File: src/rtl/uart_pkg.sv
// ----------------------------------------------------------------------------
// uart_pkg
// Shared constants for the UART blocks: FSM state encoding and the
// oversampling points used by the receiver.
//   OVERSAMPLE : ticks per bit (baud generator runs at 16x)
//   MID_START  : tick index at which the start bit is re-checked
// ----------------------------------------------------------------------------
package uart_pkg;

    localparam int OVERSAMPLE = 16;
    localparam int MID_START  = 7;

    localparam logic [2:0] ST_IDLE   = 3'd0;
    localparam logic [2:0] ST_START  = 3'd1;
    localparam logic [2:0] ST_DATA   = 3'd2;
    localparam logic [2:0] ST_PARITY = 3'd3;
    localparam logic [2:0] ST_STOP   = 3'd4;
    localparam logic [2:0] ST_BREAK  = 3'd5;

endpackage

File: src/rtl/uart_sync_2ff.sv
// ----------------------------------------------------------------------------
// uart_sync_2ff
// Two-flop synchronizer for a single asynchronous input. Both flops reset to 1
// so an idle-high serial line does not look like a start bit after reset.
// Ports:
//   i_clk   : system clock
//   i_reset : asynchronous, active-low reset
//   i_async : asynchronous input
//   o_sync  : synchronized output (2 clock latency)
// ----------------------------------------------------------------------------
module uart_sync_2ff (
    input  logic i_clk,
    input  logic i_reset,
    input  logic i_async,
    output logic o_sync
);

    logic meta;

    always_ff @(posedge i_clk or negedge i_reset) begin
        if (!i_reset) begin
            meta   <= 1'b1;
            o_sync <= 1'b1;
        end else begin
            meta   <= i_async;
            o_sync <= meta;
        end
    end

endmodule

File: src/rtl/uart_rx.sv
// ----------------------------------------------------------------------------
// uart_rx
// UART receiver driven by the 16x oversampling tick of the baud generator.
// Reassembles NB_DATA-bit words LSB first and reports framing errors, plus
// parity errors when built with UART_RX_PARITY_EN defined (otherwise the
// frame is start + data + stop and o_parity_err is tied low).
// Parameters:
//   NB_DATA    : data bits per frame (5..9)
//   SB_TICK    : ticks spent in the stop bit (16/24/32)
//   PARITY_ODD : 0 = even, 1 = odd parity (UART_RX_PARITY_EN builds only)
// Ports:
//   i_clk          : system clock
//   i_reset        : asynchronous, active-low reset
//   i_tick         : 1-cycle oversampling strobe
//   i_rx           : serial line, idle high, asynchronous
//   o_data         : last received word, held until the next frame completes
//   o_rx_done_tick : 1-cycle pulse when a frame completes
//   o_frame_err    : stop bit sampled low on the last frame
//   o_parity_err   : parity mismatch on the last frame
// ----------------------------------------------------------------------------
module uart_rx
    import uart_pkg::*;
#(
    parameter int NB_DATA    = 8,
    parameter int SB_TICK    = 16,
    parameter int PARITY_ODD = 0
) (
    input  logic               i_clk,
    input  logic               i_reset,
    input  logic               i_tick,
    input  logic               i_rx,
    output logic [NB_DATA-1:0] o_data,
    output logic               o_rx_done_tick,
    output logic               o_frame_err,
    output logic               o_parity_err
);

    localparam int S_W = ($clog2(SB_TICK) > 4) ? $clog2(SB_TICK) : 4;
    localparam logic [S_W-1:0] S_MID       = S_W'(MID_START);
    localparam logic [S_W-1:0] S_LAST_BIT  = S_W'(OVERSAMPLE - 1);
    localparam logic [S_W-1:0] S_LAST_STOP = S_W'(SB_TICK - 1);
    localparam logic [3:0]     N_LAST      = 4'(NB_DATA - 1);

    logic               rx_s;
    logic [2:0]         state;
    logic [S_W-1:0]     s_cnt;
    logic [3:0]         n_cnt;
    logic [NB_DATA-1:0] b;

    uart_sync_2ff u_sync (
        .i_clk   (i_clk),
        .i_reset (i_reset),
        .i_async (i_rx),
        .o_sync  (rx_s)
    );

`ifdef UART_RX_PARITY_EN
    logic parity_bit;

    always_ff @(posedge i_clk or negedge i_reset) begin
        if (!i_reset) begin
            parity_bit <= 1'b0;
        end else if (state == ST_PARITY && i_tick && s_cnt == S_LAST_BIT) begin
            parity_bit <= rx_s;
        end
    end
`endif

    // Each state only acts on i_tick (except IDLE/BREAK, which watch the line
    // directly); a tick seen in the cycle of a state change belongs to the
    // state being left.
    always_ff @(posedge i_clk or negedge i_reset) begin
        if (!i_reset) begin
            state          <= ST_IDLE;
            s_cnt          <= '0;
            n_cnt          <= '0;
            b              <= '0;
            o_data         <= '0;
            o_rx_done_tick <= 1'b0;
            o_frame_err    <= 1'b0;
            o_parity_err   <= 1'b0;
        end else begin
            o_rx_done_tick <= 1'b0;
            case (state)
                ST_IDLE: begin
                    if (!rx_s) begin
                        state <= ST_START;
                        s_cnt <= '0;
                    end
                end
                ST_START: begin
                    if (i_tick) begin
                        if (s_cnt == S_MID) begin
                            // Line high again at mid start bit: treat as glitch.
                            if (!rx_s) begin
                                state <= ST_DATA;
                                s_cnt <= '0;
                                n_cnt <= '0;
                            end else begin
                                state <= ST_IDLE;
                            end
                        end else begin
                            s_cnt <= s_cnt + 1'b1;
                        end
                    end
                end
                ST_DATA: begin
                    if (i_tick) begin
                        if (s_cnt == S_LAST_BIT) begin
                            b     <= {rx_s, b[NB_DATA-1:1]};
                            s_cnt <= '0;
                            if (n_cnt == N_LAST) begin
`ifdef UART_RX_PARITY_EN
                                state <= ST_PARITY;
`else
                                state <= ST_STOP;
`endif
                            end else begin
                                n_cnt <= n_cnt + 1'b1;
                            end
                        end else begin
                            s_cnt <= s_cnt + 1'b1;
                        end
                    end
                end
`ifdef UART_RX_PARITY_EN
                ST_PARITY: begin
                    if (i_tick) begin
                        if (s_cnt == S_LAST_BIT) begin
                            s_cnt <= '0;
                            state <= ST_STOP;
                        end else begin
                            s_cnt <= s_cnt + 1'b1;
                        end
                    end
                end
`endif
                ST_STOP: begin
                    if (i_tick) begin
                        if (s_cnt == S_LAST_STOP) begin
                            o_data         <= b;
                            o_frame_err    <= ~rx_s;
`ifdef UART_RX_PARITY_EN
                            o_parity_err   <= ((^b) ^ parity_bit) != 1'(PARITY_ODD);
`else
                            o_parity_err   <= 1'b0;
`endif
                            o_rx_done_tick <= 1'b1;
                            // A low stop bit means a break or a stuck line;
                            // wait for idle before looking for a new start.
                            state          <= rx_s ? ST_IDLE : ST_BREAK;
                        end else begin
                            s_cnt <= s_cnt + 1'b1;
                        end
                    end
                end
                ST_BREAK: begin
                    if (rx_s) begin
                        state <= ST_IDLE;
                    end
                end
                default: begin
                    state <= ST_IDLE;
                end
            endcase
        end
    end

endmodule

File: config.mk
export PLATFORM = sky130hd
export DESIGN_NAME = uart_rx
export DESIGN_NICKNAME = d
export VERILOG_FILES = /design/src/rtl/uart_pkg.sv /design/src/rtl/uart_sync_2ff.sv /design/src/rtl/uart_rx.sv
export SDC_FILE = /design/constraint.sdc
export NUM_CORES = 1
export LEC_CHECK = 0
export BUFFER_PORTS_ARGS = -buffer_cell sky130_fd_sc_hd__buf_2
export CORE_MARGIN = 2
export CORE_UTILIZATION = 35
export CTS_BUF_LIST = sky130_fd_sc_hd__clkbuf_8
export DETAILED_ROUTE_END_ITERATION = 10
export PLACE_DENSITY_LB_ADDON = 0.05
export SYNTH_ARGS = -nofsm -noshare
export SYNTH_HDL_FRONTEND = slang
export SYNTH_SLANG_ARGS = --single-unit
export TNS_END_PERCENT = 10
File: constraint.sdc
create_clock -name i_clk -period 2.2 [get_ports i_clk]
set_input_delay 0.22 -clock i_clk [delete_from_list [all_inputs] [get_ports i_clk]]
set_output_delay 0.22 -clock i_clk [all_outputs]
set_load 0.02 [all_outputs]
==> flow_metrics.py <==
metrics = {
    "die": {
        "start_util": 0.359,
        "die_w_um": 70.6,
        "placementRows": 24,
        "core_um2": 4320,
        "ios": 15,
        "dieHeight_um": 70.6,
        "dieArea_um2": 4990,
    },
    "detailed_routing": {
        "first_iter_violations": 47,
        "firstDrtPassIters": 4,
        "wirelength_um": 2910,
        "ant_nets": 0,
        "avgRoutedWirePerCell_um": 14.5,
        "vias_per_cell": 5.20,
        "drc": 0,
        "vias": 1046,
    },
    "sta": {
        "finalWorstSetupSlack_ns": 0.121,
        "setup_viol": 0,
        "finalHoldViolations": 29,
        "worst_pin_slew_ns": 0.663,
        "slew_viol_final": 0,
        "clock.fmax_ghz": 0.481,
        "fin_crit_ns": 2.08,
        "slew_headroom": 0.558,
        "fin_crit_sh": 0.945,
        "tns_ns": 0,
        "timing.hold.ws_ns": -0.0282,
        "rsz0062_at_grt": "false",
        "clock_skew_ns": 0.00248,
    },
    "synthesis": {
        "syn_area_um2": 1550,
        "synth-edff-count": 0,
        "async_flop_share": 1.00,
        "synth-seq-cells": 31,
        "avgSynthCellArea_um2": 12.0,
        "yosysSeqAreaShare": 0.501,
        "ys.flop_type": "dfrtp_1",
        "ys_types": 51,
        "syn_nets": 135,
        "ys_warn_count": 0,
        "synthCells": 129,
    },
    "power": {
        "totalPowerFinal_mw": 1.86,
        "p_per_area_nw_per_um2": 1040,
        "p_leak_nw": 0.866,
        "vdd_drop_max_uv": 426,
    },
    "worst_setup_path": {
        "end_kind": "flip-flop",
        "cp_max_fo": 17,
        "arrival_ns": 2.24,
        "rr_startpoint": "state[0]$_DFFE_PN0P_",
        "worst_r2r_path_depth": 4,
        "critPathLaunchType": "flip-flop",
        "crit_type": "flip-flop to flip-flop",
        "r2r-end": "n_cnt[0]$_DFFE_PN0P_",
        "crit_start": "state[0]$_DFFE_PN0P_",
        "cp_data_required_time_ns": 2.36,
        "reg2reg_setup_slack_ns": 0.12,
    },
    "placement": {
        "dp_hpwl_um": 2070,
        "port_buffers": 13,
        "pre_cts_ws_ns": 0.159,
        "routabilityCongestion": 0.759,
        "postPlaceCellArea_um2": 1690,
    },
    "global_route": {
        "overflow": 0,
        "grt_pass1_vias": 1065,
        "grt_max_degree": 32,
        "grt_util_all_layers": 0.133,
        "antenna_found_initial": 0,
        "grt_pass1_wl_um": 5120,
    },
    "flow_run": {
        "drv_cap": 0,
    },
    "clock_network": {
        "clock_sinks": 31,
        "cts_buffer_depth": 2,
        "cts_tree": "yes",
        "cts-root-buf": "clkbuf_8",
        "htree_levels": 2,
        "cts_setup_buffers": 0,
        "hold_buffers": 0,
        "post_cts_resized": 0,
        "clk_pin_slew_ns": 0.06,
        "cts_buffers": 5,
        "clk_latency_ns": 0.27,
    },
    "final_layout": {
        "fin_area_um2": 1780,
        "antenna_cells": 0,
        "syn2layout_area_growth_pct": 14.7,
        "fin_nets": 155,
        "drive_above_1_share": 0.349,
    },
    "run_status": {
        "outcome": "finished with violations",
        "violations": "negative hold slack",
    },
    "hold_path": {
        "hp-class": "input port to asynchronous set/reset pin",
    },
}
where the power goes:
group / internal (mW) / switching (mW) / total (mW) / leakage (nW)
Clock: 0.245 / 0.190 / 0.435 / 0.0470
Combinational: 0.339 / 0.329 / 0.668 / 0.405
Sequential: 0.635 / 0.122 / 0.756 / 0.414
how the worst max path moves through the flow:
stage	end	slack [ns]
floorplan	state[0]$_DFFE_PN0P_	0.31
global placement	state[0]$_DFFE_PN0P_	0.21
detailed placement	state[2]$_DFFE_PN0P_	0.16
CTS	state[2]$_DFFE_PN0P_	0.15
global route	n_cnt[0]$_DFFE_PN0P_	0.02
finish	n_cnt[0]$_DFFE_PN0P_	0.12
kinds of logic (layout without fill, tap and decap cells):
group	after synthesis	after routing	share of synthesized area
buffers and inverters	13	33	0.0411
AO/OA/AOI/OAI	26	26	0.134
XOR/XNOR	2	2	0.0113
adder cells (fa/ha/maj)	2	2	0.0161
flip-flops	31	31	0.501
other	1	1	0.00242
AND/OR/NAND/NOR	32	32	0.129
multiplexers	22	22	0.165
cells in the final DEF, fill, tap and decap left out, types with 2 or more instances in the layout:
| cell type | n |
|---|---|
| dfrtp_1 | 29 |
| buf_2 | 13 |
| mux2_2 | 12 |
| nor2_1 | 8 |
| buf_4 | 7 |
| inv_1 | 6 |
| clkbuf_8 | 6 |
| mux2_1 | 5 |
| nand2_1 | 3 |
| nand3b_1 | 3 |
| o21ai_0 | 3 |
| mux2_4 | 3 |
| nor2_2 | 2 |
| or3b_2 | 2 |
| nand2b_1 | 2 |
| o211ai_1 | 2 |
| o22ai_1 | 2 |
| mux2i_1 | 2 |
| a21oi_1 | 2 |
| nand3_1 | 2 |
| o31a_1 | 2 |
| ha_1 | 2 |
| dfstp_2 | 2 |
metal layers:
| layer | vias to the layer above | routed length [µm] | GRT usage |
|---|---|---|---|
| li1 | 518 | - | - |
| met1 | 506 | 1390 | 0.171 |
| met2 | 20 | 1370 | 0.206 |
| met3 | 2 | 141 | 0.0556 |
| met4 | 0 | 17 | 0.0377 |
| met5 | - | 0 | 0 |
layout make-up:
cell class                 count  area [µm²]
fill                         427        2540
sequential                    31         778
multi-input combinational     85         711
timing repair buffer          20         118
clock buffer                   6        82.6
tap                           52        65.1
inverter                       6        22.5
clock inverter                 1        5.00
registers in the layout, indices dropped and copies added (netlist names):
signal and flops:
u_sync.meta 1, n_cnt 4, o_rx_done_tick 1, o_frame_err 1, state 3, s_cnt 4, b 8, o_data 8
u_sync.o_sync 1
worst max-delay path: stages, from the launching register on:
cell	delay, ns
dfrtp_1	0.58
nor3b_2	0.46
a31oi_1	0.27
nor2_1	0.30
mux2_1	0.35
cells in the mapped netlist (all sizes together) (2+ instances only):
cell | instances | share of area
or3b | 3 | 0.017
o2bb2ai | 2 | 0.015
o22ai | 3 | 0.016
mux2 | 20 | 0.15
o211ai | 2 | 0.0097
nor2 | 10 | 0.027
a21oi | 2 | 0.0064
nand2 | 3 | 0.0073
nand3b | 3 | 0.015
mux2i | 2 | 0.013
o21ai | 3 | 0.0097
nand3 | 2 | 0.0064
o31a | 2 | 0.011
nor3b | 2 | 0.013
buf | 6 | 0.024
nand2b | 2 | 0.0081
dfrtp | 29 | 0.47
ha | 2 | 0.016
inv | 6 | 0.015
dfstp | 2 | 0.034
through the flow:
| stage | instances | util |
|---|---|---|
| floorplan | 129 | - |
| global placement | 194 | 0.392 |
| detailed placement | 194 | 0.392 |
| CTS | 201 | 0.412 |
| global route | 201 | 0.412 |
| finish | 201 | 0.412 |
(Power assumes the default switching activity.)
